`src/rtl/rv32_pkg.sv`:
```
// Shared RV32I datapath constants, ALU op codes and the ID/EX register payload.
package rv32_pkg;

  localparam int unsigned XLEN = 32;
  localparam int unsigned RW   = 5;

  localparam logic [3:0] ALU_ADD  = 4'd0;
  localparam logic [3:0] ALU_SUB  = 4'd1;
  localparam logic [3:0] ALU_AND  = 4'd2;
  localparam logic [3:0] ALU_OR   = 4'd3;
  localparam logic [3:0] ALU_XOR  = 4'd4;
  localparam logic [3:0] ALU_SLL  = 4'd5;
  localparam logic [3:0] ALU_SRL  = 4'd6;
  localparam logic [3:0] ALU_SRA  = 4'd7;
  localparam logic [3:0] ALU_SLT  = 4'd8;
  localparam logic [3:0] ALU_SLTU = 4'd9;

  typedef struct packed {
    logic [XLEN-1:0] pc;
    logic [XLEN-1:0] rs1_data;
    logic [XLEN-1:0] rs2_data;
    logic [XLEN-1:0] imm;
    logic [RW-1:0]   rs1;
    logic [RW-1:0]   rs2;
    logic [RW-1:0]   rd;
    logic            rs1_used;
    logic            rs2_used;
    logic [3:0]      alu_op;
    logic            a_pc;
    logic            b_imm;
    logic            rd_we;
    logic            mem_rd;
    logic            mem_wr;
  } id_ex_t;

endpackage

```
`src/rtl/fwd_unit.sv`:
```
// Per-operand forwarding mux: EX/MEM (non-load) beats MEM/WB beats the register value.
module fwd_unit
  import rv32_pkg::*;
(
  input  logic [RW-1:0]   rs_addr_i,
  input  logic [XLEN-1:0] rs_data_i,
  input  logic [RW-1:0]   exm_rd_i,
  input  logic            exm_we_i,
  input  logic            exm_load_i,
  input  logic [XLEN-1:0] exm_result_i,
  input  logic [RW-1:0]   mwb_rd_i,
  input  logic            mwb_we_i,
  input  logic [XLEN-1:0] mwb_result_i,
  output logic [XLEN-1:0] fwd_data_o
);

  logic nz;
  assign nz = (rs_addr_i != '0);

  always_comb begin
    fwd_data_o = rs_data_i;
    // A load in EX/MEM has no data yet; the load-use interlock covers that case.
    if (nz && exm_we_i && !exm_load_i && (exm_rd_i == rs_addr_i)) begin
      fwd_data_o = exm_result_i;
    end else if (nz && mwb_we_i && (mwb_rd_i == rs_addr_i)) begin
      fwd_data_o = mwb_result_i;
    end
  end

endmodule

```
`src/rtl/id_ex_stage.sv`:
```
// ID/EX pipeline register: forwarding, ALU operand select, handshake, load-use interlock, flush.
module id_ex_stage
  import rv32_pkg::*;
(
  input  logic            clk,
  input  logic            rst,
  input  logic            flush,
  input  logic            in_valid,
  output logic            in_ready,
  input  logic [XLEN-1:0] in_pc,
  input  logic [XLEN-1:0] in_rs1_data,
  input  logic [XLEN-1:0] in_rs2_data,
  input  logic [XLEN-1:0] in_imm,
  input  logic [RW-1:0]   in_rs1,
  input  logic [RW-1:0]   in_rs2,
  input  logic [RW-1:0]   in_rd,
  input  logic            in_rs1_used,
  input  logic            in_rs2_used,
  input  logic [3:0]      in_alu_op,
  input  logic            in_a_pc,
  input  logic            in_b_imm,
  input  logic            in_rd_we,
  input  logic            in_mem_rd,
  input  logic            in_mem_wr,
  input  logic [RW-1:0]   exm_rd,
  input  logic            exm_we,
  input  logic            exm_load,
  input  logic [XLEN-1:0] exm_result,
  input  logic [RW-1:0]   mwb_rd,
  input  logic            mwb_we,
  input  logic [XLEN-1:0] mwb_result,
  output logic            out_valid,
  input  logic            out_ready,
  output logic [XLEN-1:0] alu_a,
  output logic [XLEN-1:0] alu_b,
  output logic [3:0]      alu_op,
  output logic [XLEN-1:0] store_data,
  output logic [XLEN-1:0] out_pc,
  output logic [RW-1:0]   out_rd,
  output logic            out_rd_we,
  output logic            out_mem_rd,
  output logic            out_mem_wr
);

  logic            valid_q, valid_d;
  id_ex_t          ie_q, ie_d;
  logic [XLEN-1:0] fwd_rs1, fwd_rs2;
  logic            lu, ov, transfer, accept;

  fwd_unit u_fwd_rs1 (
    .rs_addr_i    (ie_q.rs1),
    .rs_data_i    (ie_q.rs1_data),
    .exm_rd_i     (exm_rd),
    .exm_we_i     (exm_we),
    .exm_load_i   (exm_load),
    .exm_result_i (exm_result),
    .mwb_rd_i     (mwb_rd),
    .mwb_we_i     (mwb_we),
    .mwb_result_i (mwb_result),
    .fwd_data_o   (fwd_rs1)
  );

  fwd_unit u_fwd_rs2 (
    .rs_addr_i    (ie_q.rs2),
    .rs_data_i    (ie_q.rs2_data),
    .exm_rd_i     (exm_rd),
    .exm_we_i     (exm_we),
    .exm_load_i   (exm_load),
    .exm_result_i (exm_result),
    .mwb_rd_i     (mwb_rd),
    .mwb_we_i     (mwb_we),
    .mwb_result_i (mwb_result),
    .fwd_data_o   (fwd_rs2)
  );

  assign lu = valid_q && exm_load && exm_we && (exm_rd != '0) &&
              ((ie_q.rs1_used && (exm_rd == ie_q.rs1)) ||
               (ie_q.rs2_used && (exm_rd == ie_q.rs2)));

  assign ov       = !rst && valid_q && !lu && !flush;
  assign transfer = ov && out_ready;
  assign in_ready = !rst && !flush && (!valid_q || transfer);
  assign accept   = in_valid && in_ready;

  always_comb begin
    valid_d = valid_q;
    ie_d    = ie_q;
    if (flush) begin
      valid_d = 1'b0;
    end else if (accept) begin
      valid_d       = 1'b1;
      ie_d.pc       = in_pc;
      ie_d.rs1_data = in_rs1_data;
      ie_d.rs2_data = in_rs2_data;
      ie_d.imm      = in_imm;
      ie_d.rs1      = in_rs1;
      ie_d.rs2      = in_rs2;
      ie_d.rd       = in_rd;
      ie_d.rs1_used = in_rs1_used;
      ie_d.rs2_used = in_rs2_used;
      ie_d.alu_op   = in_alu_op;
      ie_d.a_pc     = in_a_pc;
      ie_d.b_imm    = in_b_imm;
      ie_d.rd_we    = in_rd_we;
      ie_d.mem_rd   = in_mem_rd;
      ie_d.mem_wr   = in_mem_wr;
    end else if (transfer) begin
      valid_d = 1'b0;
    end else if (valid_q) begin
      // Capture producers that retire while we wait so their values are not lost.
      ie_d.rs1_data = fwd_rs1;
      ie_d.rs2_data = fwd_rs2;
    end
  end

  always_ff @(posedge clk) begin
    if (rst) begin
      valid_q <= 1'b0;
      ie_q    <= '0;
    end else begin
      valid_q <= valid_d;
      ie_q    <= ie_d;
    end
  end

  always_comb begin
    out_valid  = ov;
    alu_a      = '0;
    alu_b      = '0;
    alu_op     = '0;
    store_data = '0;
    out_pc     = '0;
    out_rd     = '0;
    out_rd_we  = 1'b0;
    out_mem_rd = 1'b0;
    out_mem_wr = 1'b0;
    if (!rst) begin
      alu_a      = ie_q.a_pc ? ie_q.pc : fwd_rs1;
      alu_b      = ie_q.b_imm ? ie_q.imm : fwd_rs2;
      alu_op     = ie_q.alu_op;
      store_data = fwd_rs2;
      out_pc     = ie_q.pc;
      out_rd     = ie_q.rd;
      out_rd_we  = ie_q.rd_we;
      out_mem_rd = ie_q.mem_rd;
      out_mem_wr = ie_q.mem_wr;
    end
  end

endmodule

```
`config.mk`:
```
export PLATFORM = sky130hd
export DESIGN_NAME = id_ex_stage
export DESIGN_NICKNAME = d
export VERILOG_FILES = /design/src/rtl/rv32_pkg.sv /design/src/rtl/fwd_unit.sv /design/src/rtl/id_ex_stage.sv
export SDC_FILE = /design/constraint.sdc
export NUM_CORES = 1
export LEC_CHECK = 0
export ABC_AREA = 1
export CORE_MARGIN = 2
export CORE_UTILIZATION = 45
export DETAILED_ROUTE_END_ITERATION = 7
export GPL_TIMING_DRIVEN = 0
export HOLD_SLACK_MARGIN = 0.12
export PLACE_DENSITY = 0.81
export SYNTH_ARGS = -nofsm -noshare
export SYNTH_HDL_FRONTEND = slang
export SYNTH_HIERARCHICAL = 1
export SYNTH_SLANG_ARGS = --single-unit
export TNS_END_PERCENT = 5
```
`constraint.sdc`:
```
create_clock -name clk -period 2.4 [get_ports clk]
set_input_delay 0.24 -clock clk [delete_from_list [all_inputs] [get_ports clk]]
set_output_delay 0.24 -clock clk [all_outputs]
set_load 0.02 [all_outputs]
```
[Word-level counts from Yosys, hierarchy flattened]
Index checks and enable logic that the tools add are counted.
Operators by class
  reduce and logical (&&, ||, !) cells: 38
  equality and inequality tests: 5
  bitwise logic cells: 1
  mux-type cells: 20
Operators by type and width (number)
  $mux W32: 10
  $mux W64: 3
  $logic_and A1 B1 Y1: 23
  $eq A5 B5 Y1: 4
  $reduce_bool A5 Y1: 3
  $logic_not A1 Y1: 5
  $mux W1: 5
  $mux W5: 1
  $mux W4: 1
  $reduce_bool A2 Y1: 2
  $reduce_and A3 Y1: 1
  $logic_or A1 B1 Y1: 2
  $ne A2 B1 Y1 const B: 1
  $reduce_and A2 Y1: 1
  $reduce_or A2 Y1: 1
  $not A1 Y1: 1
Storage, ports and cells
  logic and storage cells: 80
  register bits after elaboration: 155
  output and inout bits: 142
  bits of input ports: 236

[Logic depth before layout (Yosys ltp)]
Gate-level depths: netlist of the first run.
  depth in word-level cells: 13
  gate-level depth with buffers: 16
  mapped depth without buffers: 14

[By module]
Netlist of the first run, hierarchy kept.
Modules (own cells, without submodules)
  id_ex_stage: instances 1, area each 8251.7 um^2, cells each 1344, sequential area each 3103.0 um^2
  fwd_unit: instances 2, area each 1356.3 um^2, cells each 298, sequential area each 0.0 um^2

[Worst setup path after synthesis of the first run]
OpenSTA, ideal clock, no wires.
  path type: reg-to-output
  from: reg ie_q[19] in the netlist's numbering
  to: out alu_b[10]
  slack: 554 ps
  buffers on the path: 1
  data arrival time: 1606 ps
  stages on the path, launching flop included: 11
  data required time: 2160 ps
  cells stage by stage: dfxtp_1 -> inv_2 -> or2_2 -> nand2_1 -> nor2_1 -> nand3_2 -> buf_6 -> nand3_1 -> nand2_1 -> o21ai_0 -> a21oi_1
Between the ends
  word-level cells in the longest chain between the ends: 7
  elaborated cells between the ends (all ways): 12
  those cells by class: eq/ne (2); mux (4); reduce/logical (6)
RTL lines
  start, declared: RTL line id_ex_stage.sv:46  | id_ex_t ie_q, ie_d;
  start signal, assigned: RTL line id_ex_stage.sv:122  | ie_q <= ie_d;
  $reduce_bool A5 Y1: RTL line fwd_unit.sv:18  | assign nz = (rs_addr_i != '0);
  $logic_and A1 B1 Y1, on equally long branches (2 in a row): RTL line fwd_unit.sv:25, fwd_unit.sv:23
  $mux W32 or $logic_and A1 B1 Y1 (tied branches): RTL line fwd_unit.sv:25, fwd_unit.sv:23
  $mux W32 (*): RTL line fwd_unit.sv:23  | if (nz && exm_we_i && !exm_load_i && (exm_rd_i == rs_addr_i)) begin
  via fwd_rs2[10]: RTL line id_ex_stage.sv:47  | logic [XLEN-1:0] fwd_rs1, fwd_rs2;
  $mux W32 (*): RTL line id_ex_stage.sv:139  | alu_b = ie_q.b_imm ? ie_q.imm : fwd_rs2;
  $mux W32 (*): RTL line id_ex_stage.sv:137  | if (!rst) begin
  end, declared: RTL line id_ex_stage.sv:35  | output logic [XLEN-1:0] alu_b,
The timed path passes the listed nets; every way through them passes the cells marked *.

[Final worst setup path of the first run]
  from: reg ie_q[19] in the netlist's numbering
  to: out alu_b[0]
The elaborated chain is that of the path after synthesis.

==> results of run 1 <==
sequential cells by signal, indices dropped and copies added, names as in the netlist:
name and cells:
ie_q 154, valid_q 1
cell usage after synthesis, drive strengths merged:
library cell  number  area share [%]
a21oi            155             7.1
a21boi             1           0.068
nand3b             2            0.14
inv              346              12
buf               83             4.7
nor3               2            0.30
nor2             234             8.4
nand4             67             3.8
clkbuf            61             2.1
o21ai            151             6.9
dfxtp            155              28
xor2               2            0.16
nand3            209             9.9
nand2            468              16
or2                4            0.23
worst paths after layout:
path | endpoint | from | cells after the start
hold reg to reg | ie_q[5] | ie_q[5] | 2
hold / removal | ie_q[10] | in_rs1_used | 3
setup reg to reg | ie_q[27] | ie_q[16] | 14
setup / recovery | alu_b[0] | ie_q[19] | 13
power groups by stage:
stage          Sequential, mW  Combinational [mW]  Clock [mW]
2_1_floorplan            2.80               0.956           0
3_3_place_gp             2.81                1.86           0
3_5_place_dp             2.81                1.87           0
4_1_cts                  2.75                1.90        2.69
5_1_grt                  2.77                2.24        2.82
6_report                 2.76                2.09        2.70
worst register-to-register path, stage by stage (launching register included):
cell and delay (ps):
dfxtp_4 380, inv_1 70, nand2_1 50, nand2_1 50, nor2_1 130, nand3_1 100
nand2_1 100, nand2_1 70, nand3_2 90, nand2_2 80, nand3_2 170, buf_4 290
clkbuf_4 290, o21ai_0 130, a21oi_1 170
repair_timing:
action | in CTS | in global routing
buffers inserted | 7 | 19
gates resized for setup | 552 | 294
cloned | 0 | 6
hold buffers | 0 | 0
pin swaps | 9 | 49
endpoints found under the setup margin | 145 | 112
layer usage:
layer	track usage [%]	vias up	part of all wire (%)
met5	0	-	0.055
met4	15.1	4	4.6
met3	9.19	151	9.7
met2	61.5	772	47
met1	43.1	6401	39
li1	-	6887	-
cell families after synthesis:
family                    count (synthesis)  share of synthesized area (%)
AOI/OAI and AO/OA                       307                           14.1
buffers and inverters                   490                           18.6
xor gates and xnor gates                  2                          0.160
DFF                                     155                           28.3
and+or+nand+nor                         986                           38.8
final cells by class:
cell class	instances	area, µm²
buffer	142	873
timing repair buffer	408	3910
tap	324	405
sequential	155	3130
antenna	4	10.0
inverter	346	1310
fill	2312	7400
clock inverter	15	143
multi-input combinational	1295	6510
clock buffer	17	425
per-stage QoR:
step                utilization (%)  TNS (ps)  std cells  power (mW)  area, µm²
CTS                            65.1     -6860       2677        7.34      15700
finish                         69.3     -9720       2706        7.55      16700
global route                   69.3    -17310       2706        7.83      16700
detailed placement             62.8   -156580       2640        4.68      15100
global placement               62.8   -152480       2640        4.67      15100
floorplan                         -         0       1940        3.75      11000
==> key figures, run 1 <==
Power
  – Internal power: 5.04 mW
  – Sw Ratio: 33.2%
  – Sequential cell fraction of total power: 36.5%
  – Maximum VDD drop: 0.414 mV
  – Leak pwr: 7.91 nW
  – Pwr Density: 452 nW/µm²
  – Psw: 2.50 mW
  – Clock Power Share: 35.8%
  – Comb pwr share: 27.7%

Routing
  – DRC errors left: 0
  – Routed WL: 49300 µm
  – Wire length per cell after detailed routing: 18.2 µm
  – First-pass iteration count of the detailed router: 6
  – Routed Antenna Nets: 0
  – Vias per cell: 5.25
  – DR iter-0 viols: 1510
  – Via Count: 14.2k

Global routing
  – Largest net degree at the start of global routing: 17
  – Vias in the first global route: 13.0k
  – Initial antenna violation count: 6
  – Grt ovf: 0
  – GRT Overall Usage: 36.0%
  – First-pass GRT wire length: 72200 µm

Layout
  – Most common cell after layout, fill and taps aside: nand2_1
  – Most frequent cells in the layout: 374 x nand2_1, 330 x inv_1, 270 x clkdlybuf4s50_1
  – Synthesis-to-finish area growth: 52.4%
  – Layout net count: 2601
  – Share of cells above drive strength 1: 20.3%

Die
  – Initial core utilization: 45.5%
  – Row count: 57
  – Core Footprint: 24100 µm²
  – Die height: 160 µm
  – Die area: 25600 µm²
  – Die Width: 160 µm
  – IO Count: 378

Timing
  – Worst slew pin tran: 754 ps
  – Tmin final: 2620 ps
  – Final period util: 109%
  – Setup WS post-layout: -216 ps
  – RSZ-0062 raised after global routing: yes
  – Peak Freq: 382 MHz
  – Final hold vios: 0
  – Min Hold Slack: 373 ps
  – Worst Skew: 12.6 ps
  – Relative slew slack: 49.8%
  – Slew Limit Fails: 0
  – # setup viols final: 94

Setup path
  – Crit path launch type: flip-flop
  – Reg-to-reg slack, setup: 160 ps
  – Buf+Inv Stages, Crit Path: 3
  – Slowest cell on crit path: dfxtp_4
  – Arrival time at the worst endpoint: 2380 ps
  – CP endpoint kind: primary output
  – Critical Path RT: 2160 ps
  – Worst-path cell chain: inv_6 > nor2_4 > nor2_2 > nand2_2 > nor2_4 > nand2_4 > buf_6 > nand2_2 > nand3_2 > nand2_4 > o21ai_2 > a21oi_2 > buf_4
  – Slowest Stage Delay on Critical Path: 370 ps
  – CP max FO: 8
  – Setup CP Type: flip-flop to primary output
  – CP delay by family, top: simple AND/OR/NAND/NOR gates

Yosys
  – Synth warn: 6
  – Register area share after synthesis: 28.3%
  – Syn Std Cell Area: 11000 µm²
  – Unique masters post-synth: 26
  – Synth Net Count: 2176
  – Post-Syn Area per Cell: 5.65 µm²
  – Post-Syn Instances: 1940
  – Yosys reg bits: 155

Placed design
  – DPL Wire Length: 38000 µm
  – Port bufs: 376
  – Placer Congestion: 0.972
  – Dpl ws: -1600 ps

Run
  – Max Cap Viol: 0

Clock network
  – Reg clk slew, reported paths: 70 ps
  – CTS tree: built
  – Clk_lat worst skew: 440 ps
  – H-tree depth: 4
  – Total clock sinks: 155
  – Clock tree root driver cell: clkbuf_16
  – Number of CTS-inserted buffers: 17
  – Max Buffers Root-to-Sink: 2

Run status
  – Failing checks: negative setup slack
  – Status: finished, violations left

Worst hold path
  – Hold Path Class: primary input to flip-flop
(Power assumes the default switching activity.)
==> run 2: changes to the inputs <==
CAP_MARGIN = 20   (was default)
==> results of run 2 <==
Final layout, timing and power as in run 1 (identical DEF).
